**config.mk**
```make
export PLATFORM = sky130hd
export DESIGN_NAME = mul_nibble_seq_flat
export DESIGN_NICKNAME = d
export VERILOG_FILES = /design/src/rtl/mul_nibble_seq_pkg.sv /design/src/rtl/mul_nibble_seq_if.sv /design/src/rtl/mul_nibble_seq_wallace4.sv /design/src/rtl/mul_nibble_seq.sv /design/src/flat_wrapper.sv
export SDC_FILE = /design/constraint.sdc
export NUM_CORES = 1
export LEC_CHECK = 0
export ABC_AREA = 0
export BUFFER_PORTS_ARGS = -buffer_cell sky130_fd_sc_hd__buf_2
export CAP_MARGIN = 20
export CORE_MARGIN = 5
export CORE_UTILIZATION = 54
export DETAILED_ROUTE_END_ITERATION = 8
export PLACE_DENSITY = 0.86
export SETUP_SLACK_MARGIN = 0.02
export SYNTH_ARGS = -nofsm -noshare
export SYNTH_HDL_FRONTEND = slang
export SYNTH_SLANG_ARGS = --single-unit
```
**constraint.sdc**
```tcl
create_clock -name clk -period 5.1 [get_ports clk]
set_clock_uncertainty 0.05 [all_clocks]
set_input_delay 0.51 -clock clk [delete_from_list [all_inputs] [get_ports clk]]
set_output_delay 0.51 -clock clk [all_outputs]
set_load 0.1 [all_outputs]
```
**src/rtl/mul_nibble_seq_pkg.sv**
```systemverilog
// ============================================================================
// Package : mul_seq_pkg
// Shared types and constants for the nibble-serial multiplier:
//   - state_t     : controller states (IDLE, MUL, DONE)
//   - NIB_W       : nibble width processed per cycle
//   - nib_count() : nibbles per operand for a given operand width
//   - prod_count(): nibble products needed for a given operand width
// Revision: 1.0 - initial release
// ============================================================================
`default_nettype none

package mul_seq_pkg;

  localparam int NIB_W = 4;

  typedef enum logic [1:0] {
    IDLE = 2'd0,
    MUL  = 2'd1,
    DONE = 2'd2
  } state_t;

  function automatic int nib_count(input int opw);
    return opw / NIB_W;
  endfunction

  // Every nibble of a is paired with every nibble of b.
  function automatic int prod_count(input int opw);
    return nib_count(opw) * nib_count(opw);
  endfunction

endpackage

`default_nettype wire

```
**src/rtl/mul_nibble_seq_if.sv**
```systemverilog
// ============================================================================
// Interface : mul_nibble_seq_if
// Request/response bundle of the nibble-serial multiplier.
//   req_valid/req_ready   : request handshake
//   req_a/req_b           : operands (OPW bits)
//   req_signed            : two's-complement request
//   rsp_valid/rsp_ready   : response handshake
//   rsp_p                 : product (2*OPW bits)
//   busy                  : block is not idle
// Modports: master (requester/consumer), slave (multiplier).
// Revision: 1.0 - initial release
// ============================================================================
`default_nettype none

interface mul_nibble_seq_if #(
  parameter int OPW = 16
);
  logic               req_valid;
  logic               req_ready;
  logic [OPW-1:0]     req_a;
  logic [OPW-1:0]     req_b;
  logic               req_signed;
  logic               rsp_valid;
  logic               rsp_ready;
  logic [2*OPW-1:0]   rsp_p;
  logic               busy;

  modport master (
    output req_valid, req_a, req_b, req_signed, rsp_ready,
    input  req_ready, rsp_valid, rsp_p, busy
  );

  modport slave (
    input  req_valid, req_a, req_b, req_signed, rsp_ready,
    output req_ready, rsp_valid, rsp_p, busy
  );
endinterface

`default_nettype wire

```
**src/rtl/mul_nibble_seq_wallace4.sv**
```systemverilog
// ============================================================================
// Module : wallace4
// 4x4 unsigned multiplier: four partial-product rows reduced by two
// carry-save stages, then one final carry-propagate add.
//   i_a, i_b : 4-bit operands
//   o_p      : 8-bit product
// Revision: 1.0 - initial release
// ============================================================================
`default_nettype none

module wallace4 (
  input  wire logic [3:0] i_a,
  input  wire logic [3:0] i_b,
  output logic      [7:0] o_p
);
  logic [7:0] w_pp0, w_pp1, w_pp2, w_pp3;
  logic [7:0] w_s1, w_c1, w_s2, w_c2;

  assign w_pp0 = {4'b0000, i_a & {4{i_b[0]}}};
  assign w_pp1 = {3'b000,  i_a & {4{i_b[1]}}, 1'b0};
  assign w_pp2 = {2'b00,   i_a & {4{i_b[2]}}, 2'b00};
  assign w_pp3 = {1'b0,    i_a & {4{i_b[3]}}, 3'b000};

  // Truncation to 8 bits is safe: the full product never exceeds 8 bits.
  assign w_s1 = w_pp0 ^ w_pp1 ^ w_pp2;
  assign w_c1 = ((w_pp0 & w_pp1) | (w_pp0 & w_pp2) | (w_pp1 & w_pp2)) << 1;
  assign w_s2 = w_s1 ^ w_c1 ^ w_pp3;
  assign w_c2 = ((w_s1 & w_c1) | (w_s1 & w_pp3) | (w_c1 & w_pp3)) << 1;
  assign o_p  = w_s2 + w_c2;
endmodule

`default_nettype wire

```
**src/rtl/mul_nibble_seq.sv**
```systemverilog
// ============================================================================
// Module : mul_nibble_seq
// Sequential multiplier computing one 4x4 nibble product per cycle with a
// single shared wallace4 instance; (OPW/4)^2 cycles per operation.
//   clk   : clock (rising edge)
//   rst_n : asynchronous active-low reset
//   bus   : mul_nibble_seq_if.slave (request/response handshake, busy)
// Optional feature: define MUL_NIBBLE_SEQ_SIGNED_EN to honour req_signed
// (sign-magnitude operation, result negated when operand signs differ).
// Revision: 1.0 - initial release
// ============================================================================
`default_nettype none

module mul_nibble_seq
  import mul_seq_pkg::*;
#(
  parameter int OPW = 16
) (
  input  wire logic       clk,
  input  wire logic       rst_n,
  mul_nibble_seq_if.slave bus
);
  localparam int N  = nib_count(OPW);
  localparam int IW = (N > 1) ? $clog2(N) : 1;
  localparam int PW = 2 * OPW;
  localparam logic [IW-1:0] LAST = IW'(N - 1);

  state_t          r_state;
  logic [OPW-1:0]  r_a, r_b;
  logic [PW-1:0]   r_acc, r_p;
  logic [IW-1:0]   r_i, r_j;
  logic            r_neg;

  logic [OPW-1:0]  w_mag_a, w_mag_b;
  logic            w_neg;
  logic [IW+1:0]   w_lsb_a, w_lsb_b;
  logic [3:0]      w_nib_a, w_nib_b;
  logic [7:0]      w_prod;
  logic [IW:0]     w_ij;
  logic [IW+2:0]   w_sh;
  logic [PW-1:0]   w_term, w_sum, w_final;

`ifdef MUL_NIBBLE_SEQ_SIGNED_EN
  logic w_sa, w_sb;
  assign w_sa    = bus.req_signed & bus.req_a[OPW-1];
  assign w_sb    = bus.req_signed & bus.req_b[OPW-1];
  // -2^(OPW-1) negates to itself, which read unsigned is the right magnitude.
  assign w_mag_a = w_sa ? -bus.req_a : bus.req_a;
  assign w_mag_b = w_sb ? -bus.req_b : bus.req_b;
  assign w_neg   = w_sa ^ w_sb;
`else
  logic w_unused_signed;
  assign w_unused_signed = bus.req_signed;
  assign w_mag_a = bus.req_a;
  assign w_mag_b = bus.req_b;
  assign w_neg   = 1'b0;
`endif

  assign w_lsb_a = {r_i, 2'b00};
  assign w_lsb_b = {r_j, 2'b00};
  assign w_nib_a = r_a[w_lsb_a +: NIB_W];
  assign w_nib_b = r_b[w_lsb_b +: NIB_W];

  wallace4 u_wallace4 (
    .i_a (w_nib_a),
    .i_b (w_nib_b),
    .o_p (w_prod)
  );

  // Partial product weight is 16^(i+j), i.e. a left shift by 4*(i+j).
  assign w_ij    = {1'b0, r_i} + {1'b0, r_j};
  assign w_sh    = {w_ij, 2'b00};
  assign w_term  = {{(PW-8){1'b0}}, w_prod} << w_sh;
  assign w_sum   = r_acc + w_term;
  assign w_final = r_neg ? -w_sum : w_sum;

  always_ff @(posedge clk or negedge rst_n) begin
    if (!rst_n) begin
      r_state <= IDLE;
      r_a     <= '0;
      r_b     <= '0;
      r_acc   <= '0;
      r_p     <= '0;
      r_i     <= '0;
      r_j     <= '0;
      r_neg   <= 1'b0;
    end else begin
      case (r_state)
        IDLE: begin
          if (bus.req_valid) begin
            r_a     <= w_mag_a;
            r_b     <= w_mag_b;
            r_neg   <= w_neg;
            r_acc   <= '0;
            r_i     <= '0;
            r_j     <= '0;
            r_state <= MUL;
          end
        end
        MUL: begin
          r_acc <= w_sum;
          if (r_j == LAST) begin
            r_j <= '0;
            if (r_i == LAST) begin
              // Final product is captured here so rsp_p is stable in DONE
              // and keeps its value once back in IDLE.
              r_i     <= '0;
              r_p     <= w_final;
              r_state <= DONE;
            end else begin
              r_i <= r_i + 1'b1;
            end
          end else begin
            r_j <= r_j + 1'b1;
          end
        end
        DONE: begin
          if (bus.rsp_ready) r_state <= IDLE;
        end
        default: r_state <= IDLE;
      endcase
    end
  end

  assign bus.req_ready = (r_state == IDLE);
  assign bus.rsp_valid = (r_state == DONE);
  assign bus.busy      = (r_state != IDLE);
  assign bus.rsp_p     = r_p;
endmodule

`default_nettype wire

```
**src/flat_wrapper.sv**
```systemverilog
// flat-port wrapper written by rule: the top's interface ports become plain ports
module mul_nibble_seq_flat import mul_seq_pkg::*;
#(
  parameter int OPW = 16
)
  (clk, rst_n, bus_req_valid, bus_req_a, bus_req_b, bus_req_signed, bus_rsp_ready, bus_req_ready, bus_rsp_valid, bus_rsp_p, bus_busy);
  mul_nibble_seq_if #(.OPW(OPW)) bus_i ();
  input  wire logic clk;
  input  wire logic rst_n;
  input wire logic [$bits(bus_i.req_valid)-1:0] bus_req_valid;
  input wire logic [$bits(bus_i.req_a)-1:0] bus_req_a;
  input wire logic [$bits(bus_i.req_b)-1:0] bus_req_b;
  input wire logic [$bits(bus_i.req_signed)-1:0] bus_req_signed;
  input wire logic [$bits(bus_i.rsp_ready)-1:0] bus_rsp_ready;
  output wire logic [$bits(bus_i.req_ready)-1:0] bus_req_ready;
  output wire logic [$bits(bus_i.rsp_valid)-1:0] bus_rsp_valid;
  output wire logic [$bits(bus_i.rsp_p)-1:0] bus_rsp_p;
  output wire logic [$bits(bus_i.busy)-1:0] bus_busy;
  assign bus_i.req_valid = bus_req_valid;
  assign bus_i.req_a = bus_req_a;
  assign bus_i.req_b = bus_req_b;
  assign bus_i.req_signed = bus_req_signed;
  assign bus_i.rsp_ready = bus_rsp_ready;
  assign bus_req_ready = bus_i.req_ready;
  assign bus_rsp_valid = bus_i.rsp_valid;
  assign bus_rsp_p = bus_i.rsp_p;
  assign bus_busy = bus_i.busy;
  mul_nibble_seq #(.OPW(OPW)) u_core (.clk(clk), .rst_n(rst_n), .bus(bus_i));
endmodule
```
* Word-level counts from Yosys, hierarchy flattened
Cells that the tools add are included.
** Storage, ports and cells
- Bits in registers :: 102
- Word-level logic and storage cells :: 62
- Input bits :: 37
** Operators by class
- Reduce and logical (&&, ||, !) cells :: 8
- Shift operators :: 3
- Bitwise operators :: 18
- Add/sub/neg operators :: 5
- Multiplexer cells :: 13
- Eq/ne operators :: 8
** Operators with widths (count)
- 32-bit one-hot mux with 2 select lines :: 1
- 32-bit adder :: 1
- 32-bit 2-to-1 mux :: 1
- 16-bit by 5-bit indexed part select with 4-bit output :: 2
- 8-bit by 5-bit << shifter with 32-bit output :: 1
- 4-bit bitwise AND :: 4
- 2-bit 2-to-1 mux :: 8
- 6-bit by 7-bit bitwise AND with 7-bit output :: 2
- 7-bit bitwise OR :: 2
- 8-bit adder :: 1
- 2-bit one-hot mux with 2 select lines :: 2
- 7-bit bitwise AND :: 1
- 6-bit by 7-bit bitwise XOR with 7-bit output :: 1
- 7-bit bitwise XOR :: 1
- 4-bit by 6-bit bitwise AND with 6-bit output :: 1
- 5-bit by 6-bit bitwise AND with 6-bit output :: 1
- 2-bit == test, second input constant :: 3
- 5-bit by 6-bit bitwise OR with 6-bit output :: 1
- 6-bit bitwise OR :: 1
- 2-bit one-hot mux with 3 select lines :: 1
- 3-bit AND reduction :: 2
- 5-bit by 6-bit bitwise XOR with 6-bit output :: 1
- 4-bit by 5-bit bitwise AND with 5-bit output :: 1
- 4-bit by 5-bit bitwise XOR with 5-bit output :: 1
- 9 further kinds :: 14

* Longest topological paths before layout
Gate-level depths: netlist (run 1).
- Depth after elaboration :: 12
- Gate-level depth with buffers :: 23
- Mapped depth without buffers :: 21

* Cells and area by module
From an unflattened synthesis (run 1), not the netlist that was laid out.
** Second synthesis, totals
- Cell total of the unflattened synthesis :: 702
- Area, all modules :: 6492.5 µm²
** By module, submodules not included
- mul_nibble_seq :: area an instance 6118.4 µm², cells an instance 658, seq. area each 2552.4 µm², instances 1
- wallace4 :: area an instance 374.1 µm², cells an instance 44, seq. area each 0.0 µm², instances 1

* Worst setup path before layout (run 1)
OpenSTA, ideal clock, no wires.
- Path kind :: flip-flop to flip-flop
- From :: register u_core.r_j[0]
- To :: register u_core.r_acc[18]
- Path buffers :: 1
- Setup time :: 132 ps
- Stages on the path, launching flop included :: 22
- Arrival :: 5115 ps
- Slack :: -197 ps
- Clock period less this slack :: 5297 ps
- Path through :: dfrtp_1 clkbuf_1 mux4_2 and2_1 fa_1 fa_1 ha_1 fa_1 a21o_1 a21oi_1 nand2_1 o21ai_1 nor2_1 ha_1 a21oi_1 o21ai_1 a21oi_1 o221ai_4 a31oi_2 o21bai_2 xnor2_1 o21ai_1
** On the way
- Word-level cells in the longest chain between the ends :: 12
** Ends and longest elaborated chain
- from (decl) :: line mul_nibble_seq.sv:31 : logic [IW-1:0] r_i, r_j;
- from (signal assigned) :: line mul_nibble_seq.sv:114 : r_j <= r_j + 1'b1;
- 16-bit by 5-bit indexed part select with 4-bit output :: line mul_nibble_seq.sv:62 : assign w_nib_b = r_b[w_lsb_b +: NIB_W];
- 4-bit bitwise AND (on tied branches) :: line mul_nibble_seq_wallace4.sv:19, mul_nibble_seq_wallace4.sv:20, mul_nibble_seq_wallace4.sv:21
- 4-bit by 5-bit bitwise AND with 5-bit output / 4-bit by 6-bit bitwise AND with 6-bit output (equally long branches) :: line mul_nibble_seq_wallace4.sv:26 : assign w_c1 = ((w_pp0 & w_pp1) | (w_pp0 & w_pp2) | (w_pp1 & w_pp2)) << 1;
- 5-bit by 6-bit bitwise OR with 6-bit output :: line mul_nibble_seq_wallace4.sv:26
- 6-bit bitwise OR :: line mul_nibble_seq_wallace4.sv:26
- 6-bit by 7-bit bitwise AND with 7-bit output :: line mul_nibble_seq_wallace4.sv:28 : assign w_c2 = ((w_s1 & w_c1) | (w_s1 & w_pp3) | (w_c1 & w_pp3)) << 1;
- 7-bit bitwise OR (2 in series) :: line mul_nibble_seq_wallace4.sv:28
- 8-bit adder :: line mul_nibble_seq_wallace4.sv:29 : assign o_p = w_s2 + w_c2;
- 8-bit by 5-bit << shifter with 32-bit output (*) :: line mul_nibble_seq.sv:73 : assign w_term = {{(PW-8){1'b0}}, w_prod} << w_sh;
- 32-bit adder (*) :: line mul_nibble_seq.sv:74 : assign w_sum = r_acc + w_term;
- 32-bit one-hot mux with 2 select lines (*) :: line mul_nibble_seq.sv:88 : case (r_state)
- to (signal assigned) :: line mul_nibble_seq.sv:101 : r_acc <= w_sum;
- to (decl) :: line mul_nibble_seq.sv:30 : logic [PW-1:0] r_acc, r_p;
Mark *: on every way between the ends. The rest lies on a longest branch, timed or not.
A chain may end at the register's enable or synchronous reset.

* Worst setup path after layout (run 1)
- From :: register u_core.r_j[0]
- To :: register u_core.r_acc[25]
Same word-level chain as after synthesis.

==> impl_metrics.csv, run 1 <==
group,metric,value,unit
status,status,"finished, violations left",
status,violations,"setup timing",
logic_synthesis,synth_seq_cells,102,
finish,diodes,0,
global_route,grt_max_degree,70,
sta,period_minus_slack,5550,ps
route,drc,0,
floorplanning,initial_core_util,0.553,
global_route,globalRouteOverflowTotal,0,
cts,postCtsHoldBufs,0,
route,top_layer,"met4",
cts,cts_tree,"built",
finish,layout_commonest_cell,"buf_4",
sta,hold_slack,28.4,ps
finish,syn2layout_area_growth,41.1,%
critical_path,path_buf_inv,2,
logic_synthesis,ys_top_cells_by_area,"dfrtp_1, ha_1, nand2_1",
critical_path,crit_path_top_delay_cell,"fa_2",
sta,worst_pin_slew,869,ps
route,first_iter_violations,659,
placement,dpl.cell_count,946,
floorplanning,core-area,11500,um2
placement,gp_congestion,0.958,
sta,period_share,1.09,
global_route,antenna_found_initial,0,
critical_path,crit_path_start_kind,"flop",
critical_path,cp_data_required_time,5280,ps
route,ant_nets,0,
route,wire_per_inst,21.9,um
logic_synthesis,async_reset_ff_frac,1.00,
floorplanning,die_area,14000,um2
cts,clk_latency,370,ps
critical_path,crit_start,"u_core.r_j[0]",
critical_path,endpoint,"u_core.r_acc[25]",
floorplanning,fp.dieW,118,um
sta,hold_violations,0,
finish,drive_gt1_frac,0.468,
critical_path,path_cells,"mux4_2, and2_1, fa_2, fa_2, ha_4, fa_2, inv_2, nor3_2, a31oi_1, nor2_1, ha_1, buf_6, nand2_2, o21ai_2, a21o_1, a221o_2, o21ai_2, nand2_2, xnor2_2, o21ai_1",
logic_synthesis,netlist_area,6340,um2
finish,fin_nets,928,
logic_synthesis,synth_top_area_share,0.403,
sta,setup_viol,44,
sta,relSlewSlack,0.421,
cts,htreeDepth,3,
cts,clk_pin_slew,80,ps
route,drt-met1-wl,7.29,mm
cts,cts-root-buf,"clkbuf_16",
placement,port_buffers,70,
logic_synthesis,ys.warnings.count,0,
cts,clockBufferDepth,2,
critical_path,crit_cells,20,
critical_path,reg2reg_to,"u_core.r_acc[25]",
critical_path,crit_type,"flop to flop",
sta,rsz0062_at_grt,"yes",
critical_path,crit_path_max_fanout,4,
cts,cts.sinks,102,
global_route,grt_first_pass_wirelength,29.5,mm
sta,setup_ws,-448,ps
critical_path,r2r_slack,-450,ps
logic_synthesis,synth_area_per_cell,9.46,um2
critical_path,crit_path_end_kind,"flop",
floorplanning,io_pins,72,
logic_synthesis,synth_edf_count,0,
logic_synthesis,synth-main-ff-cell,"dfrtp_1",
hold_path,hold_path_class,"input pin to async pin",
logic_synthesis,syn_inst,670,
critical_path,cp_top_family,"adder cells",
logic_synthesis,synth.distinct_cells,57,
critical_path,reg2reg_depth,20,
route,dr.pass1.iters,5,
placement,hpwl,12.4,mm
route,drt-total-wl,21.6,mm
sta,maxClockFrequency,180,MHz
global_route,grt_pass1_vias,6026,
global_route,grt_use_total,0.257,
logic_synthesis,syn-num-nets,756,
critical_path,r2r-start,"u_core.r_j[0]",
flow_run,cap_violations,0,
sta,setup_tns,-9880,ps
critical_path,path_common_cell,"fa_2",
logic_synthesis,yosysSeqAreaShare,0.403,
critical_path,max_stage_delay,580,ps
route,viasPerCell,6.38,
floorplanning,die_h,118,um
sta,slew_violations,0,
cts,cts_buffers,9,
finish,finalNonFillerCells,990,
route,dr_wl_met2,10.8,mm
route,vias,6312,
logic_synthesis,synth_top_area_cell,"dfrtp_1",
finish,fin_util,0.780,
floorplanning,rows,39,
critical_path,arrival,5730,ps
route,dr_wl_met3,1.75,mm
finish,mostFrequentLayoutCells,"buf_4, dfrtp_1, nand2_1",
==> Yosys cell counts (16+ instances only) <==
cell      count
a21oi_1      37
clkbuf_1     27
dfrtp_1     102
ha_1         41
inv_1        21
mux2_2       32
nand2_1     107
nor2_1       44
o21ai_0      27
o21ai_1      53
xnor2_1      17
xor2_1       16
==> how the worst min path moves through the flow <==
| stage | slack [ps] | cells after the start | to | start |
|---|---|---|---|---|
| 2_1_floorplan | 160 | 0 | u_core.bus.rsp_p[0] | rst_n |
| 3_3_place_gp | 410 | 2 | u_core.bus.rsp_p[9] | u_core.bus.rsp_p[9] |
| 3_5_place_dp | 420 | 2 | u_core.bus.rsp_p[6] | u_core.bus.rsp_p[6] |
| 4_1_cts | 40 | 1 | u_core.r_acc[22] | rst_n |
| 5_1_grt | 60 | 1 | u_core.r_acc[22] | rst_n |
| 6_report | 30 | 1 | u_core.r_acc[22] | rst_n |
==> sequential cells by signal, summed over array words and instances, names as in the netlist <==
| register | cells |
|---|---|
| u_core.bus.rsp_p | 32 |
| u_core.r_a | 16 |
| u_core.r_acc | 32 |
| u_core.r_b | 16 |
| u_core.r_i | 2 |
| u_core.r_j | 2 |
| u_core.r_state | 2 |
==> metal layers <==
| layer | vias to the layer above | GRT usage |
|---|---|---|
| li1 | 2698 | - |
| met2 | 417 | 0.458 |
| met4 | 0 | 0.0953 |
| met5 | - | 0 |
| met1 | 3025 | 0.302 |
| met3 | 172 | 0.0564 |
==> kinds of logic (layout without fill, tap and decap cells) <==
family / count (synthesis) / after routing / synth area share
fa+ha+maj: 49 / 49 / 0.106
mux: 42 / 42 / 0.0884
simple gates: 208 / 208 / 0.146
xor+xnor: 33 / 33 / 0.0456
buf+inv: 55 / 232 / 0.0339
flops: 102 / 102 / 0.403
compound gates: 181 / 181 / 0.177
==> layout make-up <==
class	count	area [um2]
multi-input combinational	513	4470
sequential	102	2550
fill	646	2520
timing repair buffer	195	1370
clock buffer	9	225
tap	143	179
inverter	21	78.8
clock inverter	7	66.3
==> repair_timing <==
item                       in CTS  in global routing
setup endpoints to repair      46                 50
buffers inserted               16                 12
gates resized for setup        73                114
pin swaps                      47                 37
==> metrics by stage <==
step / area [um2] / worst slack (ps)
finish: 8950 / -448
global route: 8950 / -583
CTS: 8280 / -179
detailed placement: 7490 / -412
global placement: 7490 / -213
floorplan: 6360 / 32.0
Power of run 1 is not shown: default switching activity piles up to over one toggle a cycle in this logic, so the estimate is an artifact.
==> run 2: changes to the inputs <==
- SKIP_LAST_GASP: not set -> 1
==> run 2 against run 1 <==
  * The flow still finishes with violations (setup timing)
  * Sequential share of layout area up 0.88 points
  * Global-route usage down 0.17 points
  * Via count is 3.2% lower
  * Die area stayed put
  * Worst hold slack gained 3.5 ps
  * Register-to-register slack better by 140 ps
  * Highest routed layer unchanged
==> impl_metrics.csv, run 2 (same netlist as run 1, synthesis figures left out) <==
group,metric,value,unit
global_route,grt_first_pass_wirelength,29.3,mm
cts,clk_pin_slew,80,ps
floorplanning,initial_core_util,0.553,
sta,setup_ws,-307,ps
floorplanning,fp.dieW,118,um
floorplanning,io_pins,72,
placement,pre_cts_ws,-412,ps
critical_path,cp_data_required_time,5280,ps
finish,fin_nets,926,
finish,finalNonFillerCells,988,
finish,mostFrequentLayoutCells,"buf_4, dfrtp_1, nand2_1",
cts,cts-root-buf,"clkbuf_16",
global_route,grt_max_degree,70,
critical_path,max_stage_delay,570,ps
hold_path,hold_path_class,"input pin to async pin",
sta,rsz0062_at_grt,"yes",
finish,diodes,0,
cts,clockBufferDepth,2,
sta,setup_tns,-6530,ps
critical_path,crit_path_start_kind,"flop",
sta,hold_violations,0,
critical_path,path_common_cell,"buf_4",
floorplanning,die_h,118,um
critical_path,crit_path_max_fanout,4,
sta,setup_viol,42,
status,violations,"setup timing",
global_route,antenna_found_initial,0,
route,vias,6107,
critical_path,crit_path_end_kind,"flop",
status,status,"finished, violations left",
critical_path,crit_path_top_delay_cell,"mux4_2",
cts,cts_tree,"built",
route,drc,0,
cts,cts.sinks,102,
sta,period_share,1.06,
critical_path,crit_type,"flop to flop",
route,dr.pass1.iters,9,
finish,drive_gt1_frac,0.441,
cts,clk_latency,370,ps
route,first_iter_violations,548,
cts,htreeDepth,3,
sta,maxClockFrequency,185,MHz
route,ant_nets,0,
route,drt-total-wl,19.9,mm
floorplanning,rows,39,
global_route,grt_pass1_vias,6050,
sta,period_minus_slack,5410,ps
placement,gp_congestion,0.958,
sta,slew_violations,0,
finish,layout_commonest_cell,"buf_4",
placement,hpwl,12.4,mm
cts,postCtsHoldBufs,0,
route,viasPerCell,6.18,
flow_run,cap_violations,0,
route,wire_per_inst,20.1,um
floorplanning,die_area,14000,um2
placement,port_buffers,70,
critical_path,path_cells,"mux4_2, and2_1, fa_2, fa_2, ha_4, fa_2, a21o_1, a21oi_4, buf_4, buf_4, buf_4, o22ai_4, ha_4, a21oi_2, o21ai_1, nor2_1, nand2_1, o21ai_4, buf_4, xor2_2, o21ai_1",
cts,cts_buffers,9,
sta,worst_pin_slew,851,ps
finish,syn2layout_area_growth,36.9,%
floorplanning,core-area,11500,um2
critical_path,arrival,5590,ps
placement,dpl.cell_count,946,
sta,relSlewSlack,0.433,
global_route,globalRouteOverflowTotal,0,
global_route,grt_use_total,0.255,
[run 2: cell types whose count changed in the layout (fill, tap and decap cells not counted), sizes merged]
cell / previous run / this run
buf: 195 / 193
[run 2: critical path, delay by kind of cell, from the launching register on]
family | cells | cell delay (ps)
compound gates | 7 | 1180
xor+xnor | 1 | 160
fa+ha+maj | 5 | 1760
buf+inv | 4 | 510
flops | 1 | 440
mux | 1 | 570
simple gates | 3 | 580
[run 2: layer usage]
metal  GRT usage  part of all wire
met2       0.454              0.51
met3      0.0540             0.071
met5           0                 0
met1       0.301              0.36
met4      0.0989             0.054
[run 2: stage by stage]
stage          cell area (um2)  hold WS, ps  utilization
3_5_place_dp              7490          420        0.653
6_report                  8680         31.9        0.757
3_3_place_gp              7490          409        0.653
5_1_grt                   8680         64.1        0.757
4_1_cts                   8270         35.1        0.721
2_1_floorplan             6360          164            -
[run 2: area by class of cell]
| type | instances | area [um2] |
|---|---|---|
| multi-input combinational | 513 | 4240 |
| fill | 699 | 2790 |
| sequential | 102 | 2550 |
| timing repair buffer | 193 | 1330 |
| clock buffer | 9 | 225 |
| tap | 143 | 179 |
| inverter | 21 | 78.8 |
| clock inverter | 7 | 66.3 |
[run 2: final timing paths]
path	startpoint	cells after the start	to	slack [ps]
worst max register to register	u_core.r_j[0]	21	u_core.r_acc[22]	-310
worst min-delay path	rst_n	1	u_core.r_acc[22]	30
worst max-delay path	u_core.r_j[0]	21	u_core.r_acc[22]	-310
max in group asynchronous	rst_n	2	u_core.r_i[0]	3710
worst min register to register	u_core.bus.rsp_p[5]	2	u_core.bus.rsp_p[5]	430
min in group clk	bus_rsp_ready	2	u_core.r_state[1]	280
[run 2: repair_timing]
action / 4_1_cts / 5_1_grt
gates resized for setup: 71 / 71
setup buffers: 16 / 11
pin swaps: 47 / 33
endpoints found under the setup margin: 46 / 50
Power of run 2 is left out for the same reason.
==> run 3: changes to the inputs <==
- CORE_UTILIZATION: 54 -> 55
- CTS_BUF_LIST: not set -> sky130_fd_sc_hd__clkbuf_8
- PLACE_DENSITY: 0.86 -> 0.88
- RECOVER_POWER: not set -> 25
- SYNTH_HIERARCHICAL: not set -> 1
==> run 3 against run 2 <==
  * The run ends with capacitance limit, slew limit, setup timing left
  * Final area fell by 1.8%
  * Sequential cell count is the same
  * Via count down 1.8%
  * Area after synthesis grew 2.4%
  * Global-route usage is 1.6 points lower
  * Worst hold slack better by 210 ps
  * Critical path type unchanged
==> impl_metrics.csv, run 3 <==
group,metric,value,unit
cts,cts-root-buf,"clkbuf_8",
cts,htreeDepth,3,
critical_path,cp_data_required_time,5340,ps
route,vias,5996,
critical_path,crit_path_end_kind,"flop",
critical_path,crit_path_start_kind,"flop",
sta,period_minus_slack,5230,ps
flow_run,cap_violations,1,
critical_path,max_stage_delay,530,ps
floorplanning,initial_core_util,0.564,
finish,mostFrequentLayoutCells,"nand2_1, buf_4, dfrtp_1",
floorplanning,die_area,14100,um2
logic_synthesis,ys.warnings.count,6,
logic_synthesis,synth_seq_cells,102,
global_route,antenna_found_initial,0,
floorplanning,io_pins,72,
logic_synthesis,yosysSeqAreaShare,0.393,
critical_path,path_common_cell,"buf_4",
floorplanning,die_h,119,um
logic_synthesis,synth_commonest_cells,"nand2_1, dfrtp_1, o21ai_0",
route,wire_per_inst,18.1,um
floorplanning,fp.dieW,119,um
finish,fin_util,0.740,
finish,n_fill_cell,775,
sta,rsz0062_at_grt,"yes",
route,drt-total-wl,18.2,mm
hold_path,hold_path_class,"input pin to flop",
logic_synthesis,synth_top_area_cell,"dfrtp_1",
sta,slew_violations,48,
global_route,grt_first_pass_wirelength,27.4,mm
logic_synthesis,syn_inst,702,
critical_path,path_cells,"mux4_2, nand2_2, fa_1, inv_1, fa_1, ha_2, inv_2, fa_2, inv_2, mux2i_2, buf_4, nor2_1, ha_1, a21oi_2, o21ai_1, a31oi_1, o21ai_0, buf_4, buf_4, o32ai_2, xor2_1, o21ai_1",
critical_path,crit_path_max_fanout,5,
critical_path,arrival,5460,ps
placement,gp_congestion,0.981,
floorplanning,core-area,11500,um2
sta,relSlewSlack,-0.679,
finish,diodes,0,
critical_path,crit_type,"flop to flop",
critical_path,cp_top_family,"adder cells",
cts,clockBufferDepth,2,
logic_synthesis,synth_area_per_cell,9.25,um2
status,violations,"capacitance limit, slew limit, setup timing",
finish,fin_nets,945,
route,ant_nets,0,
finish,syn2layout_area_growth,31.2,%
global_route,grt_max_degree,66,
logic_synthesis,syn-num-nets,788,
floorplanning,rows,39,
sta,maxClockFrequency,191,MHz
critical_path,crit_path_top_delay_cell,"fa_1",
critical_path,path_buf_inv,6,
placement,port_buffers,70,
cts,cts_buffers,9,
route,dr.pass1.iters,5,
global_route,globalRouteOverflowTotal,0,
logic_synthesis,synth_top_area_share,0.393,
global_route,grt_pass1_vias,5706,
sta,hold_slack,244,ps
sta,worst_pin_slew,2520,ps
logic_synthesis,ys_top_cells_by_area,"dfrtp_1, ha_1, nand2_1",
route,first_iter_violations,408,
sta,setup_ws,-128,ps
route,viasPerCell,5.95,
logic_synthesis,synth_edf_count,0,
status,status,"finished, violations left",
sta,setup_viol,12,
logic_synthesis,synth-main-ff-cell,"dfrtp_1",
sta,hold_violations,0,
logic_synthesis,netlist_area,6490,um2
logic_synthesis,synth.distinct_cells,57,
logic_synthesis,async_reset_ff_frac,1.00,
cts,cts_tree,"built",
logic_synthesis,yosysMostFrequentCell,"nand2_1",
placement,hpwl,12.4,mm
sta,period_share,1.03,
cts,clk_latency,410,ps
route,drc,0,
finish,layout_commonest_cell,"nand2_1",
global_route,grt_use_total,0.239,
cts,clk_pin_slew,110,ps
sta,setup_tns,-638,ps
cts,cts.sinks,102,
finish,drive_gt1_frac,0.404,
==> run 3: worst paths after layout <==
path / start / to / slack, ps / cells past startpoint
worst max-delay path: u_core/r_j[0] / u_core/bus.rsp_p[28] / -130 / 22
worst min-delay path: bus_rsp_ready / u_core/r_state[1] / 240 / 2
worst max register to register: u_core/r_j[0] / u_core/bus.rsp_p[28] / -130 / 22
worst min register to register: u_core/bus.rsp_p[17] / u_core/bus.rsp_p[17] / 430 / 2
max in group asynchronous: rst_n / u_core/r_j[0] / 1720 / 2
min in group asynchronous: rst_n / u_core/bus.rsp_p[10] / 820 / 1
==> run 3: cells by family (layout without fill, tap and decap cells) <==
family,count (synthesis),after routing,synth area share
flops,102,102,0.393
simple gates,241,241,0.168
buf+inv,49,211,0.0304
fa+ha+maj,49,49,0.104
compound gates,186,186,0.173
mux,45,45,0.0910
xor+xnor,30,30,0.0405
==> run 3: per-layer routing <==
layer  up-vias  part of all wire  global-route usage
met5         -                 0                   0
met4         0             0.030              0.0905
met3        50             0.063              0.0530
met2       238              0.51               0.410
met1      2891              0.39               0.295
li1       2817                 -                   -
==> run 3: area by class of cell <==
type / instances / area (um2) / area share
clock buffer: 9 / 124 / 0.0145
clock inverter: 7 / 63.8 / 0.00749
inverter: 15 / 56.3 / 0.00661
multi-input combinational: 551 / 4360 / 0.512
sequential: 102 / 2550 / 0.300
tap: 143 / 179 / 0.0210
timing repair buffer: 180 / 1180 / 0.139
==> run 3: worst reg2reg max path: stages, from the launching register on <==
cell and delay [ps]:
dfrtp_2 480, mux4_2 420, nand2_2 80, fa_1 530, inv_1 50, fa_1 490
ha_2 190, inv_2 40, fa_2 520, inv_2 60, mux2i_2 220, buf_4 190
nor2_1 60, ha_1 230, a21oi_2 160, o21ai_1 100, a31oi_1 210, o21ai_0 100
buf_4 170, buf_4 130, o32ai_2 330, xor2_1 230, o21ai_1 70
==> run 3: per-stage QoR <==
step                std cells  setup WS, ps  area [um2]
floorplan                 702          23.5        6510
global placement          965          -197        7530
detailed placement        965          -315        7530
CTS                       996         -24.6        7970
global route             1007          -303        8520
finish                   1007          -128        8520
==> run 3: repair_timing <==
action / CTS / global route
pin swaps: 30 / 31
endpoints found under the setup margin: 40 / 43
setup buffers: 15 / 13
hold buffers: 0 / 0
gates resized for setup: 39 / 104
Power of run 3 is left out for the same reason.
